==> config.mk <==
export PLATFORM = sky130hd
export DESIGN_NAME = rand_range_sampler
export DESIGN_NICKNAME = d
export VERILOG_FILES = /design/src/rtl/rand_range_sampler.sv
export SDC_FILE = /design/constraint.sdc
export NUM_CORES = 1
export LEC_CHECK = 0
export CAP_MARGIN = 15
export CORE_MARGIN = 1.5
export CORE_UTILIZATION = 32
export DETAILED_ROUTE_END_ITERATION = 16
export MAX_ROUTING_LAYER = met4
export RECOVER_POWER = 100
export SYNTH_ARGS = -nofsm -noshare
export SYNTH_HDL_FRONTEND = slang
export SYNTH_SLANG_ARGS = --single-unit
==> constraint.sdc <==
create_clock -name clk -period 3.2 [get_ports clk]
set_clock_uncertainty 0.1 [all_clocks]
set_input_delay 0.64 -clock clk [delete_from_list [all_inputs] [get_ports clk]]
set_output_delay 0.64 -clock clk [all_outputs]
set_load 0.005 [all_outputs]
==> src/rtl/rand_range_sampler.sv <==
// Draws uniform values in [0, limit) from an external LFSR by masked rejection
// sampling, refreshing the LFSR between attempts and falling back after MAX_TRIES.
module rand_range_sampler #(
    parameter int WIDTH     = 11,
    parameter int OUT_W     = 8,
    parameter int SHIFTS    = 11,
    parameter int MAX_TRIES = 4
) (
    input  logic             clk,
    input  logic             rst,
    input  logic [WIDTH-1:0] lfsr_count,
    output logic             shift_enable,
    input  logic             req,
    input  logic [OUT_W-1:0] limit,
    output logic             busy,
    output logic             valid,
    input  logic             ready,
    output logic [OUT_W-1:0] value
);

    localparam int SC_W = (SHIFTS > 1) ? $clog2(SHIFTS) : 1;
    localparam int TC_W = $clog2(MAX_TRIES + 1);
    localparam logic [OUT_W-1:0] ONE = OUT_W'(1);
    localparam logic [SC_W-1:0] SHIFT_LAST = SC_W'(SHIFTS - 1);
    localparam logic [TC_W-1:0] TRY_LAST = TC_W'(MAX_TRIES - 1);

    // state | meaning
    // IDLE  | waiting for req; LFSR left untouched
    // SHIFT | refreshing the LFSR, SHIFTS cycles of shift_enable
    // CHECK | masking the LFSR value and accepting or rejecting it
    // DONE  | result presented with valid until handshake
    typedef enum logic [1:0] {IDLE, SHIFT, CHECK, DONE} state_t;

    state_t           state, state_nxt;
    logic [OUT_W-1:0] lim, lim_nxt;
    logic [OUT_W-1:0] mask, mask_nxt;
    logic [OUT_W-1:0] value_nxt;
    logic [OUT_W-1:0] smear;
    logic [OUT_W-1:0] cand;
    logic [SC_W-1:0]  shift_cnt, shift_cnt_nxt;
    logic [TC_W-1:0]  try_cnt, try_cnt_nxt;

    generate
        if (WIDTH > OUT_W) begin : g_unused_hi
            logic unused_hi;
            assign unused_hi = ^lfsr_count[WIDTH-1:OUT_W];
        end
    endgenerate

    // Smear the highest set bit of limit-1 downward to get the smallest covering mask.
    always_comb begin
        smear = limit - ONE;
        for (int i = OUT_W - 2; i >= 0; i--) begin
            smear[i] = smear[i] | smear[i+1];
        end
    end

    assign cand = lfsr_count[OUT_W-1:0] & mask;

    always_comb begin
        state_nxt     = state;
        lim_nxt       = lim;
        mask_nxt      = mask;
        value_nxt     = value;
        shift_cnt_nxt = shift_cnt;
        try_cnt_nxt   = try_cnt;
        case (state)
            IDLE: begin
                if (req) begin
                    lim_nxt     = limit;
                    mask_nxt    = smear;
                    try_cnt_nxt = '0;
                    if (limit == '0) begin
                        value_nxt = '0;
                        state_nxt = DONE;
                    end else begin
                        shift_cnt_nxt = '0;
                        state_nxt     = SHIFT;
                    end
                end
            end
            SHIFT: begin
                if (shift_cnt == SHIFT_LAST) begin
                    state_nxt = CHECK;
                end else begin
                    shift_cnt_nxt = shift_cnt + 1'b1;
                end
            end
            CHECK: begin
                if (cand < lim) begin
                    value_nxt = cand;
                    state_nxt = DONE;
                end else if (try_cnt == TRY_LAST) begin
                    // mask < 2*lim, so this difference is always below lim
                    value_nxt = cand - lim;
                    state_nxt = DONE;
                end else begin
                    try_cnt_nxt   = try_cnt + 1'b1;
                    shift_cnt_nxt = '0;
                    state_nxt     = SHIFT;
                end
            end
            DONE: begin
                if (ready) begin
                    state_nxt = IDLE;
                end
            end
            default: state_nxt = IDLE;
        endcase
    end

    always_ff @(posedge clk) begin
        if (rst) begin
            state     <= IDLE;
            lim       <= '0;
            mask      <= '0;
            value     <= '0;
            shift_cnt <= '0;
            try_cnt   <= '0;
        end else begin
            state     <= state_nxt;
            lim       <= lim_nxt;
            mask      <= mask_nxt;
            value     <= value_nxt;
            shift_cnt <= shift_cnt_nxt;
            try_cnt   <= try_cnt_nxt;
        end
    end

    // Held high through reset so the LFSR loads its seed.
    assign shift_enable = rst | (state == SHIFT);
    assign busy         = (state != IDLE);
    assign valid        = (state == DONE);

endmodule

; ---- Yosys cells after proc, flatten, opt, wreduce, memory -nomap -nowiden
; Cells that the tools add are included.
[word_totals]
input_bits = 23
regBits = 33
[op_classes]
n_mux = 22
n_bitwise = 9
n_addsub = 4
reduce_logical = 10
eq_ne = 14
magnitude_cmp = 1
[op_table]
columns = cell, n
row1 = 8-bit two-way mux, 4
row2 = 4-bit two-way mux, 5
row3 = 8-bit case mux with 2 select lines, 1
row4 = "2-bit inequality test, second input constant", 7
row5 = 2-bit two-way mux, 6
row6 = 4-bit case mux with 3 select lines, 1
row7 = 3-bit two-way mux, 3
row8 = 8-bit AND, 1
row9 = 8-bit zero test, 1
row10 = 8-bit less-than comparator, 1
row11 = 1-bit OR, 8
row12 = 2-bit case mux with 4 select lines, 1
row13 = 4-bit AND reduction, 2
row14 = "8-bit by 1-bit subtractor with 8-bit output, second input constant", 1
row15 = 8-bit subtractor, 1
row16 = 3-bit case mux with 2 select lines, 1
row17 = 6-bit AND reduction, 1
row18 = "4-bit by 1-bit adder with 4-bit output, second input constant", 1
row19 = "2-bit == test, second input constant", 2
row20 = "4-bit == test, second input constant", 1
row21 = 2-bit nonzero test, 2
row22 = "3-bit by 1-bit adder with 3-bit output, second input constant", 1
row23 = "3-bit by 2-bit == test with 1-bit output, second input constant", 1
row24 = "3-bit inequality test, second input constant", 1
row25 = other kinds (6), 6

; ---- Depth between registers and ports, before layout
[logic_depth]
word_depth = 8
depth_mapped = 11

; ---- Least setup slack after synthesis
; Ideal clock, no wire load.
[synth_timing]
path_kind = input to register
from = in lfsr_count[0]
to = reg value[2]
setup_slack_ps = 402
path_stages = 11
required_time_ps = 2978
arrival_ps = 2576
cell_sequence = nand2_1 > ha_1 > inv_1 > fa_1 > a211oi_1 > nor3_1 > o22ai_4 > o21bai_1 > and2_4 > buf_6 > a221o_1
[synth_via]
elab_chain_cells = 5
[synth_rtl]
columns = element, line_no
row1 = "start, declared", 11  ; input logic [WIDTH-1:0] lfsr_count,
row2 = 8-bit AND *, 58  ; assign cand = lfsr_count[OUT_W-1:0] & mask;
row3 = 8-bit subtractor, 95  ; value_nxt = cand - lim;
row4 = 8-bit two-way mux, 93  ; end else if (try_cnt == TRY_LAST) begin
row5 = 8-bit two-way mux, 90  ; if (cand < lim) begin
row6 = 8-bit case mux with 2 select lines, 67  ; case (state)
row7 = "end signal, assigned", 124  ; value <= value_nxt;
row8 = "end, declared", 18  ; output logic [OUT_W-1:0] value
; Every way passes the cells marked *; elsewhere a longest branch is shown, timed or not. The select of a mux whose other input is x is not followed.
; A chain may end at the register's enable or synchronous reset.

; ---- Final worst setup path
[layout_timing]
from = in lfsr_count[0]
to = reg value[6]
; The elaborated chain is that of the path after synthesis.

==> run summary <==
post-route clock period utilization: 0.9393
largest net degree at the start of global routing: 23
GRT Overall Usage: 0.1464
vias per cell: 4.932
Static Leakage: 1.071 nW
Final Hold Vio Count: 0
WP data arrival: 3.09 ns
Clock Tree Buf Depth: 2
Peak Freq: 332.7 MHz
Die W: 83.83 um
Sum Neg Setup Slack: 0 ns
Mapped Nets: 299
first-pass GRT wire length: 8.197 mm
die area: 7027 um^2
clock sinks: 33
mean post-synth cell area: 8.011 um^2
vias in the first global route: 1795
Syn Std Cell Area: 2091 um^2
YS warnings: 0
Root Driver: clkbuf_8
post-synthesis sequential area ratio: 0.3160
PwrDens: 409.5 nW/um^2
P&R area growth vs syn: 26.51%
die height: 83.83 um
Critical Path RT: 3.28 ns
Unique masters post-synth: 54
met1 Use GR: 0.1926
io pins: 34
diode count: 0
slew at the pin closest to its max-slew limit: 0.6254 ns
unrepaired setup endpoints after global routing: no
Post-CTS Setup Bufs: 0
CP endpoint kind: flop
CTS buffer count: 5
Overall Power: 1.083 mW
list of most frequent post-synthesis cells: 33 x dfxtp_1, 29 x nand2_1, 22 x nor2_1, 17 x a21oi_1, 16 x o21ai_0
global placer's final weighted congestion: 0.7967
Crit Path Class: primary input to flop
post-synth top area share: 0.3160
grt met2 use: 0.2207
global route hottest layer: met2
Rel. slew slack: 0.5831
FP Rows: 29
final setup fails: 0
CORE AREA: 6314 um^2
GR Overflow Total: 0
Resize count post-CTS: 0
number of synthesized flops with an enable pin: 0
WL final: 4.647 mm
asr flop ratio synth: 0
Period minus WS final: 3.006 ns
initial DRC count: 47
Synth Register Bits: 33
CTS tree: done
top cells by area, synth: dfxtp_1 32%, ha_1 8.4%, nand2_1 5.2%
drt wl/cell: 12.13 um
Antenna Violating Nets Remaining: 0
largest area contributor in the netlist: dfxtp_1
# fillers: 674
share of cells above drive strength 1: 0.1013
routed via count: 1889
Post-synth top flop: dfxtp_1
max-cap viol count: 0
Min Hold Slack: 0.3503 ns
Hold Buf Count CTS: 0
DR DRC count: 0
initial antenna violation count: 0
Clock Pin Slew Worst Setup and Hold Paths: 0.07 ns
post-DP HPWL: 3.622 mm
Slew Viols, Final: 0
Final #Nets: 344
H-tree levels: 2
Setup crit start kind: primary input
Worst-Skew Late Latency: 0.29 ns
crit path max fanout: 12
drt pass-1 iters: 5
dpl cells: 376
status: finished clean
Peak VDD IR: 0.2118 mV
worst hold path class: flop to flop
most common cell in the netlist: dfxtp_1
IO Port Bufs: 30
Starting Density: 0.3312
M3 GR Usage: 0.03066
non-filler cells, final: 383
Cells after Synth: 261
[layer usage]
layer	share of wire	up-vias
met3	0.029	6
met4	0.014	0
met1	0.51	837
met5	0	-
li1	-	1018
met2	0.44	28
[path summary, 6_finish.rpt]
check | startpoint | to | slack (ns) | cells past startpoint
max | lfsr_count[0] | value[6] | 0.19 | 13
min | value[3] | value[3] | 0.35 | 1
max reg2reg | mask[0] | value[6] | 0.66 | 12
min reg2reg | value[3] | value[3] | 0.35 | 1
[flip-flops by register name, indices dropped and copies added (netlist names)]
name	flops
lim	8
mask	8
shift_cnt	4
state	2
try_cnt	3
value	8
[stage by stage]
step / area, um^2 / util / setup WS, ns
detailed placement: 2575 / 0.4078 / -0.1636
finish: 2645 / 0.4189 / 0.1942
floorplan: 2091 / - / 0.4020
global placement: 2575 / 0.4078 / -0.09030
global route: 2645 / 0.4189 / 0.004903
CTS: 2661 / 0.4215 / 0.1494
[placed cells by master, fill, tap and decap left out, types with 3 or more instances in the layout]
| master | instances |
|---|---|
| a211oi_1 | 4 |
| a21oi_1 | 17 |
| a221o_1 | 4 |
| and2_1 | 9 |
| buf_4 | 17 |
| clkbuf_1 | 4 |
| clkbuf_8 | 6 |
| clkdlybuf4s50_1 | 18 |
| dfxtp_1 | 33 |
| dlygate4sd3_1 | 12 |
| ha_1 | 14 |
| inv_1 | 15 |
| nand2_1 | 29 |
| nand2b_1 | 4 |
| nor2_1 | 22 |
| nor2b_1 | 4 |
| nor3_1 | 14 |
| o21a_1 | 3 |
| o21ai_0 | 16 |
| o22ai_1 | 3 |
| xnor2_1 | 3 |
| xor2_1 | 7 |
[power by group]
group / internal, mW / switching, mW
clock network: 0.171 / 0.157
logic: 0.147 / 0.156
registers: 0.434 / 0.0180
[cell type report]
class | instances | area, um^2 | share of cell area
multi-input cells | 200 | 1303 | 0.4924
inverters | 15 | 56.30 | 0.02129
repair buffers | 51 | 442.9 | 0.1675
clock buffers | 7 | 86.33 | 0.03264
well taps | 77 | 96.34 | 0.03642
flip-flops and latches | 33 | 660.6 | 0.2498
[logic make-up after synthesis]
kind of cell               share of synthesized area
buffers and inverters                        0.06044
DFF                                           0.3160
AOI/OAI and AO/OA                             0.2280
xor gates and xnor gates                     0.04189
and+or+nand+nor                               0.2603
adders and majority gates                    0.09336
[worst max-delay path, stage by stage]
cell	delay [ns]
clkdlybuf4s50_1	0.50
nand2_1	0.07
ha_1	0.19
inv_1	0.07
fa_1	0.18
a211oi_1	0.07
buf_1	0.12
nor3_1	0.31
o22ai_4	0.15
buf_4	0.20
buf_4	0.13
and2_0	0.16
a221o_1	0.29
(Power assumes the default switching activity.)
